`src/rtl/fetch_sequencer_if.sv`:
```
// Handshake and control bundle between the fetch sequencer and the register file / execute controller.
// The master modport is the sequencer's side and the slave modport is the datapath side.
interface fetch_sequencer_if #(
  parameter int WORD_W = 16,
  parameter int SEL_W  = 3
);
  logic              start;
  logic              halt;
  logic              exec_done;
  logic [WORD_W-1:0] ir_data;
  logic              pc_increment;
  logic              ar_write;
  logic              ir_write;
  logic              mem_read;
  logic [SEL_W-1:0]  bus_select;
  logic [7:0]        opcode_d;
  logic              i_flag;
  logic              exec_start;
  logic [3:0]        t_count;

  modport master (
    input  start, halt, exec_done, ir_data,
    output pc_increment, ar_write, ir_write, mem_read, bus_select,
           opcode_d, i_flag, exec_start, t_count
  );

  modport slave (
    output start, halt, exec_done, ir_data,
    input  pc_increment, ar_write, ir_write, mem_read, bus_select,
           opcode_d, i_flag, exec_start, t_count
  );
endinterface

```
`src/rtl/fetch_sequencer.sv`:
```
// Instruction fetch/decode sequencer: T0..T2 (optional T3 indirect) then hand-off to EXEC.
// Define FETCH_SEQ_INDIRECT_EN to add the T3 indirect-address cycle.
module fetch_sequencer #(
  parameter int               WORD_W  = 16,
  parameter int               SEL_W   = 3,
  parameter logic [SEL_W-1:0] SEL_PC  = 3'd2,
  parameter logic [SEL_W-1:0] SEL_IR  = 3'd5,
  parameter logic [SEL_W-1:0] SEL_MEM = 3'd7
) (
  input  logic               clock,
  input  logic               clear,
  fetch_sequencer_if.master  bus
);

`ifdef FETCH_SEQ_INDIRECT_EN
  typedef enum logic [2:0] {IDLE, T0, T1, T2, T3, EXEC} state_t;
`else
  typedef enum logic [2:0] {IDLE, T0, T1, T2, EXEC} state_t;
`endif

  state_t            state;
  logic              pc_increment;
  logic              ar_write;
  logic              ir_write;
  logic              mem_read;
  logic [SEL_W-1:0]  bus_select;
  logic [7:0]        opcode_d;
  logic              i_flag;
  logic              exec_start;
  logic [3:0]        t_count;

  logic [2:0]        ir_opcode;
  logic              ir_ibit;
  logic              unused_ir_addr;

  assign ir_opcode      = bus.ir_data[WORD_W-2:WORD_W-4];
  assign ir_ibit        = bus.ir_data[WORD_W-1];
  assign unused_ir_addr = ^bus.ir_data[WORD_W-5:0];

  function automatic logic [7:0] onehot8(input logic [2:0] code);
    onehot8 = 8'd1 << code;
  endfunction

  function automatic logic [3:0] sat_inc4(input logic [3:0] v);
    sat_inc4 = (v == 4'd15) ? 4'd15 : v + 4'd1;
  endfunction

  // Outputs are registered for the state being entered, so they track the state register exactly.
  always_ff @(posedge clock or posedge clear) begin
    if (clear) begin
      state        <= IDLE;
      pc_increment <= 1'b0;
      ar_write     <= 1'b0;
      ir_write     <= 1'b0;
      mem_read     <= 1'b0;
      bus_select   <= '0;
      opcode_d     <= 8'h00;
      i_flag       <= 1'b0;
      exec_start   <= 1'b0;
      t_count      <= 4'd0;
    end else begin
      pc_increment <= 1'b0;
      ar_write     <= 1'b0;
      ir_write     <= 1'b0;
      mem_read     <= 1'b0;
      bus_select   <= '0;
      exec_start   <= 1'b0;
      case (state)
        IDLE: begin
          t_count <= 4'd0;
          if (bus.start && !bus.halt) begin
            state      <= T0;
            ar_write   <= 1'b1;
            bus_select <= SEL_PC;
          end
        end
        T0: begin
          state        <= T1;
          mem_read     <= 1'b1;
          bus_select   <= SEL_MEM;
          ir_write     <= 1'b1;
          pc_increment <= 1'b1;
          t_count      <= 4'd1;
        end
        T1: begin
          state      <= T2;
          bus_select <= SEL_IR;
          ar_write   <= 1'b1;
          t_count    <= 4'd2;
        end
        T2: begin
          opcode_d <= onehot8(ir_opcode);
          i_flag   <= ir_ibit;
          t_count  <= 4'd3;
`ifdef FETCH_SEQ_INDIRECT_EN
          // Memory-reference instruction with I=1: fetch the effective address first.
          if (ir_opcode != 3'd7 && ir_ibit) begin
            state      <= T3;
            mem_read   <= 1'b1;
            bus_select <= SEL_MEM;
            ar_write   <= 1'b1;
          end else begin
            state      <= EXEC;
            exec_start <= 1'b1;
          end
`else
          state      <= EXEC;
          exec_start <= 1'b1;
`endif
        end
`ifdef FETCH_SEQ_INDIRECT_EN
        T3: begin
          state      <= EXEC;
          exec_start <= 1'b1;
          t_count    <= 4'd4;
        end
`endif
        EXEC: begin
          if (bus.exec_done) begin
            t_count <= 4'd0;
            if (bus.halt) begin
              state <= IDLE;
            end else begin
              state      <= T0;
              ar_write   <= 1'b1;
              bus_select <= SEL_PC;
            end
          end else begin
            t_count <= sat_inc4(t_count);
          end
        end
        default: begin
          state   <= IDLE;
          t_count <= 4'd0;
        end
      endcase
    end
  end

  assign bus.pc_increment = pc_increment;
  assign bus.ar_write     = ar_write;
  assign bus.ir_write     = ir_write;
  assign bus.mem_read     = mem_read;
  assign bus.bus_select   = bus_select;
  assign bus.opcode_d     = opcode_d;
  assign bus.i_flag       = i_flag;
  assign bus.exec_start   = exec_start;
  assign bus.t_count      = t_count;

endmodule

```
`src/flat_wrapper.sv`:
```
// flat-port wrapper written by rule: the top's interface ports become plain ports
module fetch_sequencer_flat 
#(
  parameter int               WORD_W  = 16,
  parameter int               SEL_W   = 3,
  parameter logic [SEL_W-1:0] SEL_PC  = 3'd2,
  parameter logic [SEL_W-1:0] SEL_IR  = 3'd5,
  parameter logic [SEL_W-1:0] SEL_MEM = 3'd7
)
  (clock, clear, bus_start, bus_halt, bus_exec_done, bus_ir_data, bus_pc_increment, bus_ar_write, bus_ir_write, bus_mem_read, bus_bus_select, bus_opcode_d, bus_i_flag, bus_exec_start, bus_t_count);
  fetch_sequencer_if #(.WORD_W(WORD_W), .SEL_W(SEL_W)) bus_i ();
  input  logic clock;
  input  logic clear;
  input wire logic [$bits(bus_i.start)-1:0] bus_start;
  input wire logic [$bits(bus_i.halt)-1:0] bus_halt;
  input wire logic [$bits(bus_i.exec_done)-1:0] bus_exec_done;
  input wire logic [$bits(bus_i.ir_data)-1:0] bus_ir_data;
  output wire logic [$bits(bus_i.pc_increment)-1:0] bus_pc_increment;
  output wire logic [$bits(bus_i.ar_write)-1:0] bus_ar_write;
  output wire logic [$bits(bus_i.ir_write)-1:0] bus_ir_write;
  output wire logic [$bits(bus_i.mem_read)-1:0] bus_mem_read;
  output wire logic [$bits(bus_i.bus_select)-1:0] bus_bus_select;
  output wire logic [$bits(bus_i.opcode_d)-1:0] bus_opcode_d;
  output wire logic [$bits(bus_i.i_flag)-1:0] bus_i_flag;
  output wire logic [$bits(bus_i.exec_start)-1:0] bus_exec_start;
  output wire logic [$bits(bus_i.t_count)-1:0] bus_t_count;
  assign bus_i.start = bus_start;
  assign bus_i.halt = bus_halt;
  assign bus_i.exec_done = bus_exec_done;
  assign bus_i.ir_data = bus_ir_data;
  assign bus_pc_increment = bus_i.pc_increment;
  assign bus_ar_write = bus_i.ar_write;
  assign bus_ir_write = bus_i.ir_write;
  assign bus_mem_read = bus_i.mem_read;
  assign bus_bus_select = bus_i.bus_select;
  assign bus_opcode_d = bus_i.opcode_d;
  assign bus_i_flag = bus_i.i_flag;
  assign bus_exec_start = bus_i.exec_start;
  assign bus_t_count = bus_i.t_count;
  fetch_sequencer #(.WORD_W(WORD_W), .SEL_W(SEL_W), .SEL_PC(SEL_PC), .SEL_IR(SEL_IR), .SEL_MEM(SEL_MEM)) u_core (.clock(clock), .clear(clear), .bus(bus_i));
endmodule
```
`config.mk`:
```
export PLATFORM = sky130hd
export DESIGN_NAME = fetch_sequencer_flat
export DESIGN_NICKNAME = d
export VERILOG_FILES = /design/src/rtl/fetch_sequencer_if.sv /design/src/rtl/fetch_sequencer.sv /design/src/flat_wrapper.sv
export SDC_FILE = /design/constraint.sdc
export NUM_CORES = 1
export LEC_CHECK = 0
export ABC_AREA = 1
export CAP_MARGIN = 20
export CORE_MARGIN = 5
export CORE_UTILIZATION = 35
export DETAILED_ROUTE_END_ITERATION = 16
export GPL_ROUTABILITY_DRIVEN = 0
export PLACE_DENSITY_LB_ADDON = 0.15
export SLEW_MARGIN = 20
export SYNTH_ARGS = -nofsm -noshare
export SYNTH_HDL_FRONTEND = slang
export SYNTH_SLANG_ARGS = --single-unit
```
`constraint.sdc`:
```
create_clock -name clock -period 1 [get_ports clock]
set_input_delay 0.15 -clock clock [delete_from_list [all_inputs] [get_ports clock]]
set_output_delay 0.15 -clock clock [all_outputs]
set_load 0.05 [all_outputs]
```
### Word-level counts from Yosys, hierarchy flattened

Cells that the tools add are included.

* register bits after elaboration: 22
* bits of input ports: 21
* logic and storage cells: 38

* add/subtract/negate cells: 1
* equality and inequality tests: 7
* shifts and indexed selects: 1
* muxes and demuxes: 17
* reductions and logical operators: 4

Operator list (count)
* 4-bit one-hot mux with 4 select lines: 1
* 3-bit one-hot mux with 5 select lines: 1
* 3-bit one-hot mux with 4 select lines: 1
* 3-bit two-way mux: 3
* 4-bit two-way mux: 2
* 1-bit by 3-bit left shift with 8-bit output (first input constant): 1
* 3-bit by 2-bit == test with 1-bit output (second input constant): 2
* 1-bit two-way mux: 6
* 4-bit by 1-bit adder with 4-bit output (second input constant): 1
* 4-bit == test (second input constant): 1
* 2-bit two-way mux: 2
* 3-bit by 1-bit == test with 1-bit output (second input constant): 1
* 3-bit == test (second input constant): 1
* 3-bit logical NOT: 1
* 1-bit one-hot mux with 3 select lines: 1
* 2-bit by 1-bit != test with 1-bit output (second input constant): 1
* 2-bit != test (second input constant): 1
* 2-bit AND reduction: 1
* 1-bit logical AND: 1
* 1-bit logical NOT: 1

### Logic depth before layout (Yosys ltp)

* depth after elaboration: 4
* depth in mapped cells: 6
* gate-level depth less buffers: 6

### Worst setup path after synthesis

OpenSTA, ideal clock, no wires.

* path type: register to register
* from: reg u_core.t_count[0], in the netlist u_core.bus.t_count[0]
* to: reg u_core.t_count[0], in the netlist u_core.bus.t_count[0]
* data arrival time: 1.181 ns
* data required time: 0.874 ns
* setup slack: -0.307 ns
* cell stages (with the launch flop): 6
* path buffers: 0
* period minus slack after synthesis: 1.307 ns
* cells stage by stage: dfrtp_1 > ha_1 > nand3_1 > nand2_1 > nand2_1 > o21ai_0

* word-level cells in the longest chain between the ends: 4
* elaborated cells between the ends (all ways): 5

RTL lines
* start: declaration: line fetch_sequencer.sv:30 `logic [3:0] t_count;`
* start signal: assignment: line fetch_sequencer.sv:129 `t_count <= sat_inc4(t_count);`
* 4-bit by 1-bit adder with 4-bit output or 4-bit == test (tied branches): line fetch_sequencer.sv:45 `sat_inc4 = (v == 4'd15) ? 4'd15 : v + 4'd1;`
* 4-bit two-way mux (*): line fetch_sequencer.sv:45
* 4-bit two-way mux (*): line fetch_sequencer.sv:119 `if (bus.exec_done) begin`
* 4-bit one-hot mux with 4 select lines (*): line fetch_sequencer.sv:68 `case (state)`

Mark *: on every way between the ends. The rest lies on a longest branch, timed or not.
A chain may end at the register's enable or synchronous reset.

### Worst setup path after layout

* from: reg u_core.t_count[0], in the netlist u_core.bus.t_count[0]
* to: out bus_t_count[0]

RTL lines
* end: declaration: line flat_wrapper.sv:26 `output wire logic [$bits(bus_i.t_count)-1:0] bus_t_count;`

No word-level cell between the ends.

==> impl_metrics.csv <==
group,metric,value,unit
routing,drt_first_iter_violations,12,
yosys,synth_edf_count,0,
pwr,ir_drop,2540,uV
routing,antenna_left,0,
grt,grt_overflow_total,0,
sta,hold_viol_final,0,
sta,period_share,114,%
min_path,hold_class,"in -> async",
grt,grt_pass1_wl,3.31,mm
yosys,synth_cell_types,14,
sta,clock.fmax,0.875,GHz
routing,dr_total_vias,836,
grt,first_global_vias,826,
yosys,synth-main-ff-cell,"dfrtp_1",
layout,final_nets,171,
grt,grt_usage,12.0,%
routing,wire_per_inst,11.8,um
routing,drt_drc_violations_left,0,
floorplan,core_area,2480,um2
sta,rsz0062_at_grt,"true",
placed_design,place_ws,-0.0751,ns
clock_network,cts_sinks,21,
yosys,synthCells,102,
sta,setup_slack,-0.142,ns
clock_network,h-tree-depth,1,
yosys,ys_ff_latch,21,
yosys,synth.most_common_cell,"nand2_1",
clock_network,cts_tree,"done",
grt,antenna_found_initial,0,
routing,dr.pass1.iters,4,
clock_network,clkSlewWorstSetupHoldPaths,0.12,ns
setup_path,worstPathArrival,0.99,ns
sta,relSlewSlack,83.1,%
yosys,yosys.area.top_type,"dfrtp_1",
layout,syn2layout_area_growth,88.6,%
pwr,power_density,3080,nW/um2
yosys,syn-cell-area,903,um2
clock_network,ctsLongestPathBuffers,2,
floorplan,ios,42,
placed_design,port_buffers,29,
floorplan,row_count,18,
setup_path,critPathLaunchType,"register",
yosys,synth_top_area_share,58.2,%
yosys,syn_avg_cell_area,8.86,um2
yosys,async_reset_ff_share,100,%
sta,setup_viol,37,
outcome,outcome,"finished with violations",
yosys,yosysSeqAreaShare,58.2,%
sta,worst_slew_pin_slew,0.252,ns
clock_network,cts-root-buf,"clkbuf_4",
clock_network,hold_buffers,0,
layout,stdcell_area,1700,um2
layout,drive_above_1_share,51.4,%
placed_design,hpwl,1.44,mm
yosys,synth_commonest_cells,"nand2_1 (31), dfrtp_1 (21), nand3_1 (17), inv_1 (12), nor2_1 (4)",
floorplan,initial_core_util,36.5,%
placed_design,placed_area,1520,um2
floorplan,die_h,60.8,um
clock_network,cts_made_buffers,3,
setup_path,crit_type,"reg -> out",
grt,grt_start_max_net_pins,22,
layout,n_antenna_cell,0,
sta,finalCriticalPeriod,1.14,ns
setup_path,reg2reg_slack,-0.10,ns
floorplan,die_x,60.8,um
sta,skew,0.0102,ns
yosys,yosysWarnings,0,
routing,wl,2.11,mm
yosys,synthesis.nets,124,
outcome,violations,"negative setup slack",
setup_path,end_kind,"output pin",
setup_path,required,0.85,ns
setup_path,worstPathMaxFanout,2,
sta,drv_slew,0,
yosys,synth_area_leaders,"dfrtp_1 (58%), nand2_1 (13%), nand3_1 (9.4%)",
floorplan,dieArea,3700,um2
clock_network,clkLatencyLatePin,0.30,ns
run,drv_cap,0,
routing,viasPerCell,4.70,
pwr,leakage,0.000832,uW
-- timing repair --
| action | in CTS | in global routing |
|---|---|---|
| cloned | 0 | 0 |
| pin swaps | 0 | 15 |
| resized for setup | 4 | 22 |
| setup buffers | 5 | 2 |
| endpoints found under the setup margin | 27 | 38 |
-- final cells by class --
| cell class | count | area, um2 |
|---|---|---|
| Fill cell | 200 | 773 |
| Timing Repair Buffer | 46 | 656 |
| Sequential cell | 21 | 533 |
| Multi-Input combinational cell | 62 | 392 |
| Inverter | 15 | 58.8 |
| Tap cell | 30 | 37.5 |
| Clock buffer | 3 | 22.5 |
| Clock inverter | 1 | 5.00 |
-- kinds of logic (layout without fill, tap and decap cells) --
family | after synthesis | count (layout) | share of synthesized area [%]
and+or+nand+nor | 59 | 59 | 29.4
DFF | 21 | 21 | 58.2
buffers and inverters | 19 | 65 | 9.97
AOI/OAI and AO/OA | 2 | 2 | 1.11
adders and majority gates | 1 | 1 | 1.38
-- through the flow --
step / std cells / hold WS (ns) / TNS [ns] / total power (uW) / utilization (%)
6_report: 178 / 0.148 / -2.18 / 5250 / 68.8
3_5_place_dp: 167 / 0.487 / -0.344 / 4600 / 61.4
4_1_cts: 176 / 0.141 / -1.78 / 5120 / 64.4
3_3_place_gp: 167 / 0.486 / -0.207 / 4550 / 61.4
2_1_floorplan: 102 / 0.126 / -0.252 / 3010 / -
5_1_grt: 178 / 0.151 / -3.83 / 5500 / 68.8
-- cell usage in the layout, fill, tap and decap left out, types with 5 or more instances in the layout --
| cell type | n |
|---|---|
| buf_4 | 12 |
| dfrtp_2 | 6 |
| nand2_2 | 5 |
| inv_1 | 10 |
| nand3_2 | 12 |
| dfrtp_1 | 15 |
| buf_12 | 22 |
| clkdlybuf4s50_1 | 8 |
| nand2_1 | 27 |
-- metal layers --
layer	vias up	wire (um)	GRT usage, %
li1	410	-	-
met1	398	807	13.2
met2	24	1170	21.1
met3	4	97	2.34
met4	0	34	7.43
met5	-	0	0
-- power by group --
part / internal (uW) / switching, uW / leakage (uW)
clock: 149 / 253 / 0.0000177
sequential: 1150 / 318 / 0.000268
combinational: 1640 / 1740 / 0.000547
-- critical path, stage by stage, from the launching register on --
cell and delay (ns):
dfrtp_2 0.43, buf_6 0.12, buf_12 0.13
-- flip-flops by register name, summed over array words and instances (netlist names) --
register,count
u_core.bus.ar_write,1
u_core.bus.bus_select,2
u_core.bus.exec_start,1
u_core.bus.i_flag,1
u_core.bus.opcode_d,8
u_core.bus.pc_increment,1
u_core.bus.t_count,4
u_core.state,3
-- final timing paths --
check                                              startpoint                                 end  cells past startpoint
min in group clock                            bus_ir_data[15]       u_core.bus.i_flag$_DFFE_PP0P_                      3
hold reg to reg            u_core.bus.opcode_d[4]$_DFFE_PP0P_  u_core.bus.opcode_d[4]$_DFFE_PP0P_                      2
setup / recovery              u_core.bus.t_count[0]$_DFF_PP0_                      bus_t_count[0]                      2
hold / removal                                          clear         u_core.state[2]$_DFFE_PP0P_                      3
setup reg to reg                  u_core.state[1]$_DFFE_PP0P_  u_core.bus.opcode_d[0]$_DFFE_PP0P_                      5
max in group asynchronous                               clear     u_core.bus.t_count[2]$_DFF_PP0_                      3
Power figures use the tool's default switching activity.
